`config.mk`:
```
export PLATFORM = sky130hd
export DESIGN_NAME = fork_arbiter
export DESIGN_NICKNAME = d
export VERILOG_FILES = /design/src/rtl/fork_arbiter.sv
export SDC_FILE = /design/constraint.sdc
export NUM_CORES = 1
export LEC_CHECK = 0
export CAP_MARGIN = 20
export CORE_ASPECT_RATIO = 1.5
export CORE_MARGIN = 4
export CORE_UTILIZATION = 42
export DETAILED_ROUTE_END_ITERATION = 8
export PLACE_DENSITY = 0.73
export SETUP_SLACK_MARGIN = 0.05
export SKIP_CTS_REPAIR_TIMING = 1
export SLEW_MARGIN = 20
export SYNTH_ARGS = -nofsm -noshare
export SYNTH_HDL_FRONTEND = slang
export SYNTH_SLANG_ARGS = --single-unit
export TNS_END_PERCENT = 50
```
`constraint.sdc`:
```
create_clock -name clk -period 1.9 [get_ports clk]
set_input_delay 0.19 -clock clk [delete_from_list [all_inputs] [get_ports clk]]
set_output_delay 0.19 -clock clk [all_outputs]
set_load 0.05 [all_outputs]
```
`src/rtl/fork_arbiter.sv`:
```
// Fork scheduler: hands a branch variable to one idle neighbor, round-robin,
// with ack/nack/timeout handling and bounded retries.

module fork_arbiter_lane (
  input  logic sel,
  input  logic send,
  input  logic waiting,
  input  logic ack,
  input  logic nack,
  output logic valid,
  output logic ack_hit,
  output logic nack_hit
);
  assign valid    = send & sel;
  assign ack_hit  = waiting & sel & ack;
  assign nack_hit = waiting & sel & nack;
endmodule

module fork_arbiter #(
  parameter int NUM_NEIGHBORS = 4,
  parameter int VAR_WIDTH     = 8,
  parameter int ACK_TIMEOUT   = 15,
  parameter int MAX_RETRIES   = 3
) (
  input  logic                     clk,
  input  logic                     rst_n,
  input  logic                     fork_req,
  input  logic [VAR_WIDTH-1:0]     fork_var,
  input  logic [NUM_NEIGHBORS-1:0] neighbor_busy,
  input  logic [NUM_NEIGHBORS-1:0] neighbor_ack,
  input  logic [NUM_NEIGHBORS-1:0] neighbor_nack,
  output logic [NUM_NEIGHBORS-1:0] out_valid,
  output logic [1:0]               out_msg_type,
  output logic [VAR_WIDTH-1:0]     out_var,
  output logic                     busy,
  output logic                     fork_done,
  output logic                     fork_granted,
  output logic [NUM_NEIGHBORS-1:0] fork_target
);
  localparam int PW = (NUM_NEIGHBORS > 1) ? $clog2(NUM_NEIGHBORS) : 1;
  localparam int RW = $clog2(MAX_RETRIES + 1);
  localparam int TW = (ACK_TIMEOUT > 0) ? $clog2(ACK_TIMEOUT + 1) : 1;

  typedef enum logic [2:0] {IDLE, SELECT, SEND, WAIT, DONE} state_t;

  state_t                 state, state_nx;
  logic [PW-1:0]          ptr, ptr_nx, target, target_nx, free_idx, idx;
  logic [RW-1:0]          retry_cnt, retry_nx, retry_inc;
  logic [TW-1:0]          timer, timer_nx;
  logic [VAR_WIDTH-1:0]   var_q, var_nx;
  logic                   granted, granted_nx, found, last_try;
  logic [NUM_NEIGHBORS-1:0] tgt_oh, ack_hit, nack_hit, valid_lane;

  genvar i;
  generate
    for (i = 0; i < NUM_NEIGHBORS; i++) begin : g_lane
      assign tgt_oh[i] = (target == PW'(i));
      fork_arbiter_lane u_lane (
        .sel     (tgt_oh[i]),
        .send    (state == SEND),
        .waiting (state == WAIT),
        .ack     (neighbor_ack[i]),
        .nack    (neighbor_nack[i]),
        .valid   (valid_lane[i]),
        .ack_hit (ack_hit[i]),
        .nack_hit(nack_hit[i])
      );
    end
  endgenerate

  // First free neighbor after ptr, wrapping; works for non-power-of-two counts.
  always_comb begin
    found    = 1'b0;
    free_idx = '0;
    idx      = '0;
    for (int k = 1; k <= NUM_NEIGHBORS; k++) begin
      idx = PW'((int'(ptr) + k) % NUM_NEIGHBORS);
      if (!found && !neighbor_busy[idx]) begin
        found    = 1'b1;
        free_idx = idx;
      end
    end
  end

  assign retry_inc = retry_cnt + RW'(1);
  assign last_try  = (retry_inc == RW'(MAX_RETRIES));

  always_comb begin
    state_nx   = state;
    ptr_nx     = ptr;
    target_nx  = target;
    retry_nx   = retry_cnt;
    timer_nx   = timer;
    var_nx     = var_q;
    granted_nx = granted;
    case (state)
      IDLE: if (fork_req) begin
        var_nx   = fork_var;
        retry_nx = '0;
        state_nx = SELECT;
      end
      SELECT: if (found) begin
        target_nx = free_idx;
        state_nx  = SEND;
      end else begin
        retry_nx = retry_inc;
        if (last_try) begin
          granted_nx = 1'b0;
          state_nx   = DONE;
        end
      end
      SEND: begin
        timer_nx = '0;
        state_nx = WAIT;
      end
      WAIT: if (|ack_hit) begin
        ptr_nx     = target;
        granted_nx = 1'b1;
        state_nx   = DONE;
      end else if (|nack_hit || timer == TW'(ACK_TIMEOUT)) begin
        ptr_nx   = target;
        retry_nx = retry_inc;
        if (last_try) begin
          granted_nx = 1'b0;
          state_nx   = DONE;
        end else begin
          state_nx = SELECT;
        end
      end else begin
        timer_nx = timer + TW'(1);
      end
      DONE: state_nx = IDLE;
      default: state_nx = IDLE;
    endcase
  end

  always_ff @(posedge clk or negedge rst_n) begin
    if (!rst_n) begin
      state     <= IDLE;
      ptr       <= PW'(NUM_NEIGHBORS - 1);
      target    <= '0;
      retry_cnt <= '0;
      timer     <= '0;
      var_q     <= '0;
      granted   <= 1'b0;
    end else begin
      state     <= state_nx;
      ptr       <= ptr_nx;
      target    <= target_nx;
      retry_cnt <= retry_nx;
      timer     <= timer_nx;
      var_q     <= var_nx;
      granted   <= granted_nx;
    end
  end

  assign out_valid    = valid_lane;
  assign out_msg_type = (state == SEND) ? 2'b01 : 2'b00;
  assign out_var      = (state == SEND) ? var_q : '0;
  assign busy         = (state != IDLE);
  assign fork_done    = (state == DONE);
  assign fork_granted = (state == DONE) && granted;
  assign fork_target  = ((state == DONE) && granted) ? tgt_oh : '0;
endmodule

```
==> metrics <==
status=finished, final reports clean; wire length of the first global-routing pass=6.58 mm; total routing usage reported by global routing=0.190; Avg Synthesized Cell Area=9.52 um2; maximum level of the CTS H-tree=1; Slowest cell on crit path=sky130_fd_sc_hd__dfrtp_1; pin count of the biggest net entering global routing=23; number of synthesized flops with an enable pin=0; post-route cell area=2230 um2; post-detailed-routing wire length=3.98 mm; largest cells by area after synthesis=sky130_fd_sc_hd__dfrtp_1 (36%), sky130_fd_sc_hd__mux2_2 (8.8%), sky130_fd_sc_hd__and3_1 (5.8%); Remaining DRCs=0; fraction of synthesized cell area taken by the top area cell type=0.355; Synthesis Warnings=0; Final setup violation count=0; Levels on crit path=6; post-synth top area cell=sky130_fd_sc_hd__dfrtp_1; number of vias in the routed layout=1340; clock tree sinks=22; total die area=4360 um2; worst hold path class=input pin to async pin; Initial Utilization=0.442; register area share after synthesis=0.393; drt first pass iters=4; setup repair after global routing missed its margin=false; total global routing overflow=0; share of layout cells above drive strength 1=0.354; slowest stage delay, CP=0.43 ns; vertical extent of the die=78.9 um; vias in the first global route=1392; worst reg-to-reg path cell count=3; Critical Setup Path Class=flop to primary output; setup slack at placement=-0.140 ns; RD Place Congestion=0.966; Worst Skew=0.00422 ns; Port Buffer Count=42; ANT cells=0; maximum count of clock buffers along a single path=2; Core Rows=25; ys async rst share=1.00; endpoints failing hold=0; startpoint class of the critical path=flop; Clock Pin Slew Worst Setup and Hold Paths=0.08 ns; number of primary I/O pins=44; period utilization=0.952; slack of the critical path=0.0916 ns; Chip Width=55.3 um; Top FF cell, synth=sky130_fd_sc_hd__dfrtp_1; aggregate negative setup slack=0 ns; Yosys cell types=39; count of antenna-violating nets left after detailed routing=0; maximum achievable frequency=553 MHz; Starting DRT DRC Count=34; cell family with most CP delay=simple AND/OR/NAND/NOR gates; Worst Path Max Fanout=4; leakage power figure=0.970 nW; Final Critical Period=1.81 ns; DPL Wire Length=3.12 mm; via count normalized by instance count=5.63; Syn Inst Count=148; Maximum Capacitance Violations=0; initial antenna violation count=0; CP endpoint kind=primary output; NumNets Final=224; number of register bits inferred by synthesis=22; synthesized net count=173; clock tree from TritonCTS=yes; number of buffers and inverters on the critical path=3; cell chain of the critical path=buf_6, nor3b_4, nand2_4, clkinvlp_4, and3_4, buf_12; CP Data Required Time=1.71 ns; arrival time reported for the critical path endpoint=1.62 ns; Power per Cell Area=1600 nW/um2; per-cell routed wire length=16.7 um; Max VDD drop=1120 uV; Synth Cell Area=1410 um2; Syn-to-layout area delta=58.6%; cell area after placement=2120 um2; Util after Layout=0.700; clock root buffer=sky130_fd_sc_hd__clkbuf_8; source-to-sink clock delay at the later pin of the worst-skew pair=0.26 ns; number of max-slew violations in the final report=0; number of buffers inserted during clock tree synthesis=3; core area=3190 um2
power breakdown:
group          switching (W)  internal (W)
Combinational        0.00123       0.00111
Clock               0.000156      0.000185
Sequential          0.000189      0.000703
path summary, 6_finish.rpt:
kind / from / end / slack, ns
worst min register to register: var_q[1] / var_q[1] / 0.51
worst min-delay path: rst_n / var_q[3] / 0.28
min in group clk: var_q[1] / var_q[1] / 0.51
max in group asynchronous: rst_n / ptr[1] / 1.35
worst max register to register: target[0] / retry_cnt[0] / 0.11
worst max-delay path: state[1] / fork_target[3] / 0.09
cell type report:
| type | instances | area (um2) |
|---|---|---|
| clock buffers | 4 | 55.1 |
| fillers | 257 | 956 |
| inverters | 7 | 30.0 |
| multi-input cells | 107 | 825 |
| flip-flops and latches | 22 | 556 |
| well taps | 40 | 50.0 |
| repair buffers | 58 | 719 |
per-layer routing:
metal  global-route usage  share of wire  up-vias
met1                0.200           0.36      656
met3               0.0407          0.061        4
met2                0.354           0.56       50
met4               0.0852          0.013        0
li1                     -              -      630
met5                    0              0        -
flip-flops by register name, summed over array words and instances, names as in the netlist:
| register | flops |
|---|---|
| var_q | 8 |
| target | 2 |
| granted | 1 |
| state | 3 |
| retry_cnt | 2 |
| timer | 4 |
| ptr | 2 |
cell usage in the layout (no fill, tap or decap), types with 2 or more instances in the layout:
cell type / instances
sky130_fd_sc_hd__mux4_2: 3
sky130_fd_sc_hd__nand2_1: 10
sky130_fd_sc_hd__or3_1: 3
sky130_fd_sc_hd__o21ai_0: 6
sky130_fd_sc_hd__mux2_1: 2
sky130_fd_sc_hd__a31oi_1: 3
sky130_fd_sc_hd__and3_1: 12
sky130_fd_sc_hd__dfrtp_2: 2
sky130_fd_sc_hd__dfstp_2: 2
sky130_fd_sc_hd__nand4_1: 2
sky130_fd_sc_hd__a21oi_1: 6
sky130_fd_sc_hd__clkdlybuf4s50_1: 22
sky130_fd_sc_hd__mux2_2: 11
sky130_fd_sc_hd__nor2_2: 3
sky130_fd_sc_hd__buf_12: 18
sky130_fd_sc_hd__ha_1: 2
sky130_fd_sc_hd__inv_1: 6
sky130_fd_sc_hd__nor3_1: 2
sky130_fd_sc_hd__clkbuf_8: 4
sky130_fd_sc_hd__nand2b_1: 5
sky130_fd_sc_hd__dfrtp_1: 18
sky130_fd_sc_hd__o211ai_1: 2
sky130_fd_sc_hd__nor2_1: 14
sky130_fd_sc_hd__buf_4: 17
sky130_fd_sc_hd__a32o_1: 2
through the flow:
step	power, W	instances	hold slack, ns
6_report	0.00357	238	0.277
5_1_grt	0.00380	238	0.290
4_1_cts	0.00345	235	0.284
3_5_place_dp	0.00310	231	0.491
3_3_place_gp	0.00301	231	0.482
2_1_floorplan	0.00227	148	-0.106
synth_stat cells (2+ instances only):
| master | n |
|---|---|
| sky130_fd_sc_hd__mux4_2 | 2 |
| sky130_fd_sc_hd__or3_1 | 3 |
| sky130_fd_sc_hd__mux2_1 | 2 |
| sky130_fd_sc_hd__nor3_1 | 4 |
| sky130_fd_sc_hd__a21oi_1 | 6 |
| sky130_fd_sc_hd__nand2_1 | 11 |
| sky130_fd_sc_hd__nor2_1 | 16 |
| sky130_fd_sc_hd__clkbuf_1 | 5 |
| sky130_fd_sc_hd__dfstp_2 | 2 |
| sky130_fd_sc_hd__o211ai_1 | 2 |
| sky130_fd_sc_hd__dfrtp_1 | 20 |
| sky130_fd_sc_hd__nand2b_1 | 5 |
| sky130_fd_sc_hd__nand4_1 | 2 |
| sky130_fd_sc_hd__and3_1 | 13 |
| sky130_fd_sc_hd__buf_4 | 6 |
| sky130_fd_sc_hd__a31oi_1 | 3 |
| sky130_fd_sc_hd__ha_1 | 2 |
| sky130_fd_sc_hd__a32o_1 | 2 |
| sky130_fd_sc_hd__o21ai_0 | 6 |
| sky130_fd_sc_hd__inv_1 | 7 |
| sky130_fd_sc_hd__mux2_2 | 11 |
logic make-up (layout without fill, tap and decap cells):
family,count (synthesis),in the layout,synth area share
compound gates,28,28,0.145
fa+ha+maj,2,2,0.0178
buf+inv,19,69,0.0719
flops,22,22,0.393
mux,16,16,0.155
other cells,1,1,0.00266
simple gates,60,60,0.216
Note: power is estimated with default switching activity, not from simulation.
